===== config.mk =====
export PLATFORM = sky130hd
export DESIGN_NAME = reaction_timer
export DESIGN_NICKNAME = d
export VERILOG_FILES = /design/src/rtl/reaction_timer.sv
export SDC_FILE = /design/constraint.sdc
export NUM_CORES = 1
export LEC_CHECK = 0
export CORE_UTILIZATION = 65
export CTS_BUF_LIST = sky130_fd_sc_hd__clkbuf_16
export DETAILED_ROUTE_END_ITERATION = 10
export HOLD_SLACK_MARGIN = 0.15
export MAX_ROUTING_LAYER = met4
export PLACE_DENSITY = 0.84
export SYNTH_ARGS = -nofsm -noshare
export SYNTH_HDL_FRONTEND = slang
export SYNTH_SLANG_ARGS = --single-unit

===== constraint.sdc =====
create_clock -name clk -period 5.6 [get_ports clk]
set_input_delay 1.12 -clock clk [delete_from_list [all_inputs] [get_ports clk]]
set_output_delay 1.12 -clock clk [all_outputs]
set_load 0.01 [all_outputs]

===== src/rtl/reaction_timer.sv =====
// reaction_timer: pseudo-random pre-stimulus delay, then measures ticks until the button press
//
// Ports:
//   clk           system clock
//   reset         asynchronous active-low reset
//   start         level input; rising edge begins a new round (from idle or a held result)
//   button        level input; rising edge ends the measurement or flags a false start
//   stimulus      high only while measuring
//   reaction_time measured ticks (0 on false start, 255 on timeout)
//   result_valid  high while reaction_time/early/timeout hold a completed result
//   early         button pressed before the stimulus
//   timeout       no press within 255 ticks
//   busy          high while waiting for the stimulus or measuring
module reaction_timer #(
    parameter int TICK_DIV  = 10000,
    parameter int MIN_DELAY = 1000,
    parameter int RAND_BITS = 10
) (
    input  logic       clk,
    input  logic       reset,
    input  logic       start,
    input  logic       button,
    output logic       stimulus,
    output logic [7:0] reaction_time,
    output logic       result_valid,
    output logic       early,
    output logic       timeout,
    output logic       busy
);
    localparam logic [2:0] IDLE        = 3'd0;
    localparam logic [2:0] DELAY       = 3'd1;
    localparam logic [2:0] MEASURE     = 3'd2;
    localparam logic [2:0] DONE        = 3'd3;
    localparam logic [2:0] FALSE_START = 3'd4;
    localparam int         DW          = $clog2(TICK_DIV);
    localparam logic [DW-1:0] DIV_LAST = DW'(TICK_DIV - 1);
    localparam logic [15:0] MIN_D      = 16'(MIN_DELAY);
    localparam logic [15:0] RAND_MASK  = 16'((32'd1 << RAND_BITS) - 32'd1);

    logic [2:0]    state, state_nx;
    logic [15:0]   lfsr, delay_cnt;
    logic [DW-1:0] div;
    logic [7:0]    count;
    logic          start_q, button_q;
    logic          start_edge, btn_edge, tick, lfsr_fb;

    assign start_edge = start & ~start_q;
    assign btn_edge   = button & ~button_q;
    assign tick       = div == DIV_LAST;
    // taps for x^16+x^14+x^13+x^11+1 in right-shifting Fibonacci form
    assign lfsr_fb    = lfsr[0] ^ lfsr[2] ^ lfsr[3] ^ lfsr[5];

    // DONE and FALSE_START behave like IDLE apart from holding the result
    always_comb begin
        state_nx = state;
        case (state)
            IDLE, DONE, FALSE_START: state_nx = start_edge ? DELAY : state;
            DELAY:   state_nx = btn_edge ? FALSE_START : (tick && delay_cnt == 16'd0) ? MEASURE : DELAY;
            MEASURE: state_nx = (btn_edge || (tick && count == 8'hFF)) ? DONE : MEASURE;
            default: state_nx = IDLE;
        endcase
    end

    always_ff @(posedge clk or negedge reset) begin
        if (!reset) begin
            state         <= IDLE;
            lfsr          <= 16'hACE1;
            delay_cnt     <= '0;
            div           <= '0;
            count         <= '0;
            start_q       <= 1'b0;
            button_q      <= 1'b0;
            stimulus      <= 1'b0;
            reaction_time <= '0;
            result_valid  <= 1'b0;
            early         <= 1'b0;
            timeout       <= 1'b0;
            busy          <= 1'b0;
        end else begin
            start_q  <= start;
            button_q <= button;
            lfsr     <= {lfsr_fb, lfsr[15:1]};
            state    <= state_nx;
            busy     <= state_nx == DELAY || state_nx == MEASURE;
            stimulus <= state_nx == MEASURE;
            // any state change restarts the time base so each phase begins on a full tick
            div      <= (tick || state_nx != state) ? '0 : div + DW'(1);
            case (state)
                IDLE, DONE, FALSE_START: begin
                    if (start_edge) begin
                        delay_cnt     <= MIN_D + (lfsr & RAND_MASK);
                        reaction_time <= '0;
                        result_valid  <= 1'b0;
                        early         <= 1'b0;
                        timeout       <= 1'b0;
                    end
                end
                DELAY: begin
                    if (btn_edge) begin
                        early         <= 1'b1;
                        result_valid  <= 1'b1;
                        reaction_time <= '0;
                    end else if (tick) begin
                        if (delay_cnt == 16'd0)
                            count <= '0;
                        else
                            delay_cnt <= delay_cnt - 16'd1;
                    end
                end
                MEASURE: begin
                    // the button beats a coincident tick, so the pre-increment count is kept
                    if (btn_edge) begin
                        reaction_time <= count;
                        result_valid  <= 1'b1;
                    end else if (tick) begin
                        if (count == 8'hFF) begin
                            reaction_time <= 8'hFF;
                            timeout       <= 1'b1;
                            result_valid  <= 1'b1;
                        end else begin
                            count <= count + 8'd1;
                        end
                    end
                end
                default: ;
            endcase
        end
    end
endmodule

-- Word level (Yosys, flattened, before mapping)
Cells that the tools add are included.
- register bits: 72
- logic and storage cells: 95
- output and inout bits: 13
- bits of input ports: 4
- mux-type cells: 33
- bitwise logic cells: 7
- add/subtract/negate cells: 4
- reductions and logical operators: 17
- equal/unequal tests: 21
- operator list (kind ; number):
    2-to-1 mux 8 bit ; 11
    2-to-1 mux 16 bit ; 4
    one-hot mux 16 bit (2 select lines) ; 1
    one-hot mux 8 bit (3 select lines) ; 1
    inequality test 2 bit (second input constant) ; 10
    zero test 16 bit ; 1
    one-hot mux 8 bit (2 select lines) ; 1
    subtractor 16 x 1 -> 16 bit (second input constant) ; 1
    AND reduction 5 bit ; 3
    adder 14 x 1 -> 14 bit (second input constant) ; 1
    == test 14 bit (second input constant) ; 1
    2-to-1 mux 14 bit ; 1
    adder 10 x 10 -> 11 bit (first input constant) ; 1
    == test 3 x 2 -> 1 bit (second input constant) ; 3
    one-hot mux 3 bit (3 select lines) ; 1
    adder 8 x 1 -> 8 bit (second input constant) ; 1
    == test 8 bit (second input constant) ; 1
    2-to-1 mux 1 bit ; 7
    AND reduction 7 bit ; 1
    == test 3 x 1 -> 1 bit (second input constant) ; 2
    2-to-1 mux 3 bit ; 2
    inequality test 3 bit (second input constant) ; 2
    nonzero test 2 bit ; 3
    one-hot mux 1 bit (2 select lines) ; 2
    other kinds (13) ; 20

-- Logic depth before layout (Yosys ltp)
- depth after elaboration: 8
- gate-level depth with buffers: 9
- gate-level depth less buffers: 7

-- Least setup slack after synthesis
No wires, ideal clock.
- path kind: input to register
- from: input start
- to: register delay_cnt[2]
- setup slack: 2.779 ns
- stages: 6
- path buffers: 1
- data arrival time: 2.700 ns
- path through: nand2b_1 > a211oi_1 > nor2_1 > a21o_1 > clkbuf_1 > o22a_1
- longest elaborated chain between the ends: 3
- RTL lines (what ; line ; source):
    from (decl) ; 21 ; input logic start,
    AND 1 bit ; 47 ; assign start_edge = start & ~start_q;
    inequality test 2 bit (no line) ; n/a ;
    AND reduction 5 bit (no line) ; n/a ;
    to (signal assigned) ; 91 ; delay_cnt <= MIN_D + (lfsr & RAND_MASK);
    to (signal assigned) ; 107 ; delay_cnt <= delay_cnt - 16'd1;
    to (decl) ; 41 ; logic [15:0] lfsr, delay_cnt;
Every way passes these cells.
A chain may end at the register's enable or synchronous reset.

-- Worst setup path after layout
- from: input start
- to: register reaction_time[7]
- longest elaborated chain between the ends: 3
- RTL lines (what ; line ; source):
    AND 1 bit ; 47 ;
    inequality test 2 bit (no line) ; n/a ;
    AND reduction 5 bit (no line) ; n/a ;
    to (signal assigned) ; 113 ; reaction_time <= count;
    to (decl) ; 24 ; output logic [7:0] reaction_time,
Every way passes these cells.

==> results.ini <==
[routing]
wl_per_cell_um=17.46
first_pass_iters=5
vias_per_cell=6.468
routed_wl_um=8171
drc=0
vias=3027
antenna_left=0
drt_iter0_markers=491

[logic_synthesis]
syn-cell-area_um2=3640
synth_cells=378
synth_top_area_cell=dfrtp_1
synth_area_leaders=dfrtp_1, dfstp_2, nor2_1
async_flop_share_pct=100.0
synth_edf_count=0
synth_top_area_share_pct=44.00
ys_ff_latch=72
syn_nets=387
synth.distinct_cells=47
yosysWarnings=0
synth.avg_cell_area_um2=9.629
ys.flop_type=dfrtp_1
ys_seq_area_share_pct=49.78

[critical_path]
crit_family=simple AND/OR/NAND/NOR gates
crit_required_ns=5.85
reg2reg_from=state[0]
r2r_cells=5
slowest_stage=nor3_1
crit_type=in -> reg
crit_path_max_fanout=16
critPathMaxStageDelay_ns=0.55
rr_endpoint=count[4]
startpoint_type=input pin
r2r_slack_ns=2.69
crit_chain=clkdlybuf4s50_1, nand2b_1, nor3_1, buf_4, or2_2, nor3_1, buf_4, mux2i_1
cp.arrival_ns=3.43
end_kind=flop
critPathBufInv=3

[floorplan]
dieArea_um2=5903
rows=26
initial_core_util_pct=69.49
die_w_um=76.83
die_h_um=76.83
core_region_area_um2=5238
ioPinCount=17

[cts]
clk_path_buf_depth=2
cts-buffers-inserted=9
htree_num_levels=3
cts_resized=0
cts.clk_slew.worst_paths_ns=0.05
cts-root-buf=clkbuf_16
postCtsSetupBuffers=0
clock_sink_count=72
clk_latency_ns=0.34
ctsHoldBuffers=0
cts_tree=yes

[layout]
n_fill_cell=343
layout_commonest_cell=dfrtp_1
layout-drive-gt1-share_pct=9.548
layout_common_cells=dfrtp_1, nor2_1, nand2_1
antenna_cells=0
final_util_pct=79.50
area_growth_pct=14.40
fin_cells=468
layout.nets=402

[place]
dp_hpwl_um=5111
dp_cells=452
gp_congestion=0.8407
io_buffer_count=16

[global_routing]
antenna_found_initial=0
globalRouteTotalUtil_pct=31.95
grt_pass1_wl_um=14210
overflow=0
grt_pass1_vias=2967
grt_max_degree=44

[timing]
slew_headroom_pct=49.05
fmax_mhz=314.5
hold_viol=0
whs_ns=0.3605
rsz0062_at_grt=false
tns_ns=0
fin_crit_sh_pct=56.78
setup_viol=0
period_needed_ns=3.180
finClkSkew_ns=0.008645
slew_violations=0
tightest_slew_ns=0.7642

[worst_hold_path]
hold_path_end=lfsr[10]
hp-class=reg -> reg
hp-start=lfsr[11]
min_path_cells=0

[pwr]
p_leak_uw=0.001751
peakVddDrop_v=0.0002515
power_density_nw_per_um2=383.5

[outcome]
status=finished, final reports clean

[job]
maxCapViolCount=0

## metrics by stage
step           power [uW]  area (um^2)  worst slack [ns]
2_1_floorplan       905.8         3640             2.779
3_3_place_gp         1004         3867             2.164
3_5_place_dp         1014         3867             2.099
4_1_cts              1586         4164             2.436
5_1_grt              1669         4164             2.233
6_report             1597         4164             2.420
## worst max-delay path by stage
stage | startpoint | endpoint | slack, ns | cells past startpoint
floorplan | start | delay_cnt[2] | 2.78 | 6
global placement | start | reaction_time[3] | 2.16 | 8
detailed placement | start | reaction_time[5] | 2.10 | 8
CTS | start | reaction_time[7] | 2.44 | 8
global route | start | reaction_time[5] | 2.23 | 8
finish | start | reaction_time[7] | 2.42 | 8
## registers in the layout, summed over array words and instances, names as in the netlist
name	count
lfsr	16
result_valid	1
start_q	1
stimulus	1
early	1
reaction_time	8
div	14
timeout	1
count	8
busy	1
button_q	1
delay_cnt	16
state	3
## metal layers
layer	vias to the layer above	track usage [%]	part of all wire (%)	wire length, um
met5	-	-	0	0
met4	0	13.46	2.5	206
met3	28	6.190	6.1	497
met2	130	46.25	45	3697
met1	1464	44.20	46	3770
li1	1405	-	-	-
## cell families after synthesis
group	after synthesis	synth area share, %
compound gates	94	16.71
simple gates	136	19.29
fa+ha+maj	5	1.719
flops	72	49.78
mux	14	3.850
xor+xnor	20	4.812
buf+inv	37	3.850
## final cells by class
class                           count  area (um^2)  area share (%)
Clock inverter                      7        71.32           1.713
Inverter                           18        67.56           1.623
Tap cell                           70        87.58           2.103
Multi-Input combinational cell    269         1693           40.65
Clock buffer                        9        225.2           5.409
Sequential cell                    72         1812           43.51
Timing Repair Buffer               23        207.7           4.988
## cell usage after synthesis (all sizes together) (2+ instances only)
library cell	count
o211ai	8
dfstp	8
dfrtp	64
nor4	3
or2	2
ha	5
inv	18
clkbuf	17
nor3	15
o21ai	22
and3	7
mux2i	14
nand4	4
nor3b	3
buf	2
or4	5
nand2	21
o31ai	12
nor2	38
a31oi	5
or3	9
and2	2
o22a	7
nor4b	2
o22ai	6
xor2	10
xnor2	10
a21oi	19
nand3	14
nand2b	6
a211oi	7
## worst reg2reg max path, cell delays in order, from the launching register on
cell and delay [ns]:
dfrtp_1 0.54, inv_1 0.17, or3_1 0.73, o22a_1 0.45, or4_1 0.60, o31ai_1 0.31
## report_power, final
group          switching [uW]  internal [uW]  total [uW]
combinational             235            155         390
clock                     225            344         569
sequential               65.2            572         637
total                     525           1070        1600
Note: power is estimated with default switching activity, not from simulation.
